$ cat src/rtl/half_adder_behav_pkg.sv
// Shared constants for the half-adder slice: default lane/counter widths and
// the single-lane truth table that benches can iterate over.
package half_adder_behav_pkg;

  localparam int unsigned DEFAULT_WIDTH = 1;
  localparam int unsigned DEFAULT_CNT_W = 16;
  localparam int unsigned LANE_TT_ROWS  = 4;

  // One row of the per-lane truth table: inputs followed by expected outputs.
  typedef struct packed {
    logic a;
    logic b;
    logic sum;
    logic cout;
  } lane_tt_t;

  localparam lane_tt_t LANE_TT [LANE_TT_ROWS] = '{
    '{a: 1'b0, b: 1'b0, sum: 1'b0, cout: 1'b0},
    '{a: 1'b0, b: 1'b1, sum: 1'b1, cout: 1'b0},
    '{a: 1'b1, b: 1'b0, sum: 1'b1, cout: 1'b0},
    '{a: 1'b1, b: 1'b1, sum: 1'b0, cout: 1'b1}
  };

endpackage : half_adder_behav_pkg

$ cat src/rtl/half_adder_cell.sv
// Single-lane combinational half adder.
// Ports:
//   a, b  : 1-bit addends
//   sum   : a XOR b
//   cout  : a AND b
module half_adder_cell (
  input  logic a,
  input  logic b,
  output logic sum,
  output logic cout
);

  assign sum  = a ^ b;
  assign cout = a & b;

endmodule : half_adder_cell

$ cat src/rtl/half_adder_behav.sv
// WIDTH independent half-adder lanes with combinational outputs, a registered
// copy of those outputs, and a saturating count of cycles that saw any carry.
// Ports:
//   clk        : rising-edge clock for registered outputs and counter
//   rst        : asynchronous active-high reset (clears registers only)
//   a, b       : WIDTH-bit addends, one bit per lane
//   sum, cout  : combinational per-lane sum/carry (independent of clk/rst)
//   sum_q      : sum registered on clk
//   cout_q     : cout registered on clk
//   carry_cnt  : number of edges on which any cout lane was 1, saturating
module half_adder_behav
  import half_adder_behav_pkg::*;
#(
  parameter int unsigned WIDTH = DEFAULT_WIDTH,
  parameter int unsigned CNT_W = DEFAULT_CNT_W
) (
  input  logic             clk,
  input  logic             rst,
  input  logic [WIDTH-1:0] a,
  input  logic [WIDTH-1:0] b,
  output logic [WIDTH-1:0] sum,
  output logic [WIDTH-1:0] cout,
  output logic [WIDTH-1:0] sum_q,
  output logic [WIDTH-1:0] cout_q,
  output logic [CNT_W-1:0] carry_cnt
);

  localparam logic [CNT_W-1:0] CNT_MAX = '1;

  logic [WIDTH-1:0] sum_d;
  logic [WIDTH-1:0] cout_d;
  logic [CNT_W-1:0] cnt_d;
  logic [CNT_W-1:0] cnt_q;
  logic             any_carry;

  // One independent cell per lane; no carry chaining between lanes.
  for (genvar i = 0; i < int'(WIDTH); i++) begin : g_lane
    half_adder_cell u_cell (
      .a    (a[i]),
      .b    (b[i]),
      .sum  (sum[i]),
      .cout (cout[i])
    );
  end

  // Next-state: capture lane outputs, bump counter unless already saturated.
  always_comb begin
    sum_d     = sum;
    cout_d    = cout;
    cnt_d     = cnt_q;
    any_carry = |cout;
    if (any_carry && (cnt_q != CNT_MAX)) begin
      cnt_d = cnt_q + CNT_W'(1);
    end
  end

  // Output registers and carry counter.
  always_ff @(posedge clk or posedge rst) begin
    if (rst) begin
      sum_q  <= '0;
      cout_q <= '0;
      cnt_q  <= '0;
    end else begin
      sum_q  <= sum_d;
      cout_q <= cout_d;
      cnt_q  <= cnt_d;
    end
  end

  assign carry_cnt = cnt_q;

endmodule : half_adder_behav

$ cat config.mk
export PLATFORM = sky130hd
export DESIGN_NAME = half_adder_behav
export DESIGN_NICKNAME = d
export VERILOG_FILES = /design/src/rtl/half_adder_behav_pkg.sv /design/src/rtl/half_adder_cell.sv /design/src/rtl/half_adder_behav.sv
export SDC_FILE = /design/constraint.sdc
export NUM_CORES = 1
export LEC_CHECK = 0
export ABC_AREA = 1
export CAP_MARGIN = 20
export CELL_PAD_IN_SITES_DETAIL_PLACEMENT = 1
export CELL_PAD_IN_SITES_GLOBAL_PLACEMENT = 1
export CORE_MARGIN = 5
export CORE_UTILIZATION = 38
export DETAILED_ROUTE_END_ITERATION = 10
export PLACE_DENSITY_LB_ADDON = 0.1
export SYNTH_ARGS = -nofsm -noshare
export SYNTH_HDL_FRONTEND = slang
export SYNTH_SLANG_ARGS = --single-unit
$ cat constraint.sdc
create_clock -name clk -period 2.36 [get_ports clk]
set_input_delay 0.59 -clock clk [delete_from_list [all_inputs] [get_ports clk]]
set_output_delay 0.59 -clock clk [all_outputs]
set_load 0.05 [all_outputs]
# Yosys cells after proc, flatten, opt, wreduce, memory -nomap -nowiden

Cells that the tools add are included.

Memories: 0
Memory bits (writable): 0
Logic and storage cells: 8
Flip-flop bits (word level): 18
Latch bits: 0
Memory bits (read-only): 0

Bitwise operators: 2
Equality and inequality tests: 1
$add $sub $neg: 1
Shifts and indexed selects: 0
Reduce and logical (&&, ||, !) cells: 1
Mux-type cells: 0
Magnitude comparators: 0
Multipliers: 0
Div/mod/pow operators: 0

Operators with widths:

| cell                                                            | count |
|---|---|
| 16-bit by 1-bit adder with 16-bit output, second input constant | 1 |
| 16-bit inequality test, second input constant                   | 1 |
| 1-bit AND                                                       | 1 |
| 1-bit logical AND                                               | 1 |
| 1-bit XOR                                                       | 1 |

# Depth between registers and ports, before layout

Depth in word-level cells: 2
Mapped depth: 8
Gate-level depth less buffers: 8

# Cells and area by module

From an unflattened synthesis, not the netlist that was laid out.

Cell total of the unflattened synthesis: 153
Area total of the unflattened synthesis: 1132.3 µm²

By module, submodules not included:

| module           | cells an instance | times used | area each (µm²) |
|---|---|---|---|
| half_adder_behav | 152               | 1          | 1119.8 |
| half_adder_cell  | 1                 | 1          | 12.5 |

# Worst setup path after synthesis

Ideal clock, no wire load.

Path kind: input to register
From: input a
To: register cnt_q[12] (netlist: carry_cnt[12])
Data arrival time: 1901 ps
Setup time: 113 ps
Path slack: 346 ps
Data required time: 2247 ps
Stages on the path: 8
Path through: ha_1 inv_1 nor2_2 nand2_2 inv_2 nand4_1 nand2_1 inv_1

Longest elaborated chain between the ends: 2

RTL lines:

| item                   | line                   | source |
|---|---|---|
| start: declaration     | half_adder_behav.sv:19 | `input logic [WIDTH-1:0] a,` |
| 1-bit AND              | half_adder_cell.sv:14  | `assign cout = a & b;` |
| 1-bit logical AND      | half_adder_behav.sv:52 | `if (any_carry && (cnt_q != CNT_MAX)) begin` |
| end signal: assignment | half_adder_behav.sv:66 | `cnt_q <= cnt_d;` |
| end: declaration       | half_adder_behav.sv:33 | `logic [CNT_W-1:0] cnt_q;` |

Every way passes these cells.
A chain may end at the register's enable or synchronous reset.

# Final worst setup path

From: register cnt_q[2] (netlist: carry_cnt[2])
To: output carry_cnt[2]

RTL lines:

| item             | line                   | source |
|---|---|---|
| end: declaration | half_adder_behav.sv:25 | `output logic [CNT_W-1:0] carry_cnt` |

No word-level cell between the ends.

==> flow_metrics.py <==
metrics = {
    "run_status": {
        "status": "complete, no violations",
    },
    "critical_path": {
        "endpoint_kind": "output port",
        "path_depth": 1,
        "rr_worst_depth": 8,
        "crit_start": "carry_cnt[2]",
        "cp_cell_sequence": "clkdlybuf4s50_1",
        "path_max_fanout": 7,
        "worstPathArrival_ns": 1.65,
        "cp_num_buf_inv": 1,
        "critPathTopFamily": "buffers and inverters",
        "r2r_slack_ns": 0.69,
        "cp.required_ns": 1.77,
        "crit_end": "carry_cnt[2]",
        "criticalPathCategory": "reg -> out",
        "rr_startpoint": "carry_cnt[0]",
        "regToRegEndpoint": "carry_cnt[3]",
        "max_stage_delay_ns": 0.86,
        "crit_path_start_kind": "flop",
        "cpMaxStageDelayCell": "clkdlybuf4s50_1",
    },
    "yosys": {
        "netlist_top_cells_count": "59 x nand2_1, 22 x inv_1, 18 x dfrtp_1, 12 x nor2_1, 9 x nand3_1",
        "yosysWarnings": 0,
        "ys.flop_type": "dfrtp_1",
        "synth-seq-cells": 18,
        "synthCells": 158,
        "synth.largest_area_cell": "dfrtp_1",
        "syn_avg_cell_area_um2": 7.230,
        "synth_area_leaders": "dfrtp_1 39%, nand2_1 19%, inv_1 7.2%",
        "yosysUniqueCellTypes": 20,
        "ys_async_sr_fraction": 1.000,
        "yosysMostFrequentCell": "nand2_1",
        "synthDominantCellAreaShare": 0.3943,
        "synth-edff-count": 0,
        "synthesis.area_um2": 1142,
        "ys_seq_area_frac": 0.3943,
        "synth_nets": 164,
    },
    "global_routing": {
        "globalRouteOverflowTotal": 0,
        "antenna_found_initial": 0,
        "grt_usage": 0.1540,
        "grt_pass1_vias": 1191,
        "grt_pass1_wl_um": 5154,
        "grt_max_degree": 19,
    },
    "drt": {
        "via_per_inst": 5.005,
        "wire_per_inst_um": 13.34,
        "final_antenna_net_count": 0,
        "drc_errors": 0,
        "drt_iter0_drc": 29,
        "firstDrtPassIters": 3,
        "vias": 1086,
        "routed_wl_um": 2894,
    },
    "timing": {
        "tightestPinTransition_ns": 0.5038,
        "fmax_ghz": 0.4458,
        "period_share": 0.9504,
        "final.setup.tns_ns": 0,
        "maxSlewHeadroom": 0.6631,
        "finClkSkew_ns": 0.004527,
        "postLayoutSetupSlackWorst_ns": 0.1169,
        "finalSetupViolCount": 0,
        "drv_slew": 0,
        "rsz0062_at_grt": "no",
        "finalCriticalPeriod_ns": 2.243,
        "final_hold_viol_count": 0,
    },
    "clock_tree": {
        "clock-root-buffer": "clkbuf_4",
        "clock_sinks": 18,
        "cts_hold_buf": 0,
        "cts_htree_levels": 1,
        "numCtsBuffers": 3,
        "post_cts_resized": 0,
        "clk_pin_slew_worst_paths_ns": 0.10,
        "clkLatencyLatePin_ns": 0.29,
        "cts_buffer_depth": 2,
        "cts_setup_buffers": 0,
        "cts_tree": "built",
    },
    "place": {
        "dp_slack_ns": 0.2102,
        "place_inst": 214,
        "dp_hpwl_um": 2364,
        "io_buffers": 23,
        "gp_congestion": 0.7867,
    },
    "floorplan": {
        "io_pins": 24,
        "die_w_um": 64.83,
        "die-area_um2": 4203,
        "rows": 19,
        "start_util": 0.4038,
        "coreArea_um2": 2829,
        "die_h_um": 64.83,
    },
    "power": {
        "p_per_area_nw_per_um2": 624.1,
        "leakagePower_nw": 0.7124,
        "ir_worst_vdd_mv": 0.5586,
    },
    "cells_and_area": {
        "final_nets": 194,
        "nFillCells": 365,
        "instances_no_fill": 217,
        "drive_gt1_frac": 0.1452,
        "num_antenna_cells": 0,
        "area_growth_pct": 28.59,
        "post-route-util": 0.5192,
    },
    "hold_path": {
        "hp-class": "reg -> reg",
    },
    "run": {
        "cap_violations": 0,
    },
}
[cells in the final DEF (no fill, tap or decap)]
| master | n |
|---|---|
| nand3b_1 | 3 |
| xor2_1 | 2 |
| nand3_2 | 2 |
| nor2_4 | 2 |
| nand2_2 | 4 |
| nand2_1 | 59 |
| nand4_1 | 7 |
| nand2_4 | 2 |
| nor2_2 | 5 |
| inv_2 | 2 |
| o21bai_1 | 1 |
| clkbuf_4 | 3 |
| o21ai_1 | 2 |
| nor2_1 | 12 |
| clkdlybuf4s50_1 | 21 |
| buf_4 | 2 |
| nand3_1 | 9 |
| dfrtp_1 | 18 |
| o21ai_2 | 2 |
| ha_1 | 2 |
| nor3_4 | 1 |
| buf_12 | 2 |
| xnor2_1 | 1 |
| inv_1 | 22 |
[power by group]
part	leakage (nW)	switching, W	internal (W)
Clock	0.0138	0.0000955	0.0000594
Combinational	0.457	0.000231	0.000125
Sequential	0.241	0.0000608	0.000345
[flip-flops by register name, indices dropped and copies added, names as in the netlist]
| register | cells |
|---|---|
| carry_cnt | 16 |
| cout_q | 1 |
| sum_q | 1 |
[worst min-delay path by stage]
stage	endpoint	cells after the start	slack (ns)	start
2_1_floorplan	carry_cnt[0]	1	0.53	rst
5_1_grt	carry_cnt[14]	2	0.56	carry_cnt[14]
6_report	carry_cnt[15]	2	0.53	carry_cnt[15]
4_1_cts	carry_cnt[15]	2	0.54	carry_cnt[15]
3_5_place_dp	carry_cnt[15]	2	0.51	carry_cnt[15]
3_3_place_gp	carry_cnt[15]	2	0.49	carry_cnt[15]
[through the flow]
step / instance area, µm² / power (W) / hold WS, ns
2_1_floorplan: 1142 / 0.0006430 / 0.5286
3_3_place_gp: 1446 / 0.0007625 / 0.4913
3_5_place_dp: 1446 / 0.0007743 / 0.5076
4_1_cts: 1469 / 0.0009339 / 0.5352
5_1_grt: 1469 / 0.0009744 / 0.5627
6_report: 1469 / 0.0009168 / 0.5270
[routing by layer]
layer	share of wire	track usage	wire length, µm	vias to the layer above
met5	0	0	0	-
met4	0.012	0.04749	34	0
met3	0.046	0.03627	133	5
met2	0.49	0.2746	1405	19
met1	0.46	0.1824	1321	514
li1	-	-	-	548
[logic make-up (layout without fill, tap and decap cells)]
logic type | after synthesis | after routing | synth area share
AND/OR/NAND/NOR | 106 | 106 | 0.4512
adder cells (fa/ha/maj) | 2 | 2 | 0.02190
AO/OA/AOI/OAI | 5 | 5 | 0.03067
buffers and inverters | 24 | 52 | 0.07886
XOR/XNOR | 3 | 3 | 0.02301
flip-flops | 18 | 18 | 0.3943
[cell type report]
type	instances	area [µm²]	area share
inverter	24	90.09	0.06133
timing repair buffer	25	265.3	0.1806
clock buffer	3	22.52	0.01533
tap	31	38.79	0.02641
multi-input combinational	116	601.8	0.4097
sequential	18	450.4	0.3066
Note: power is estimated with default switching activity, not from simulation.
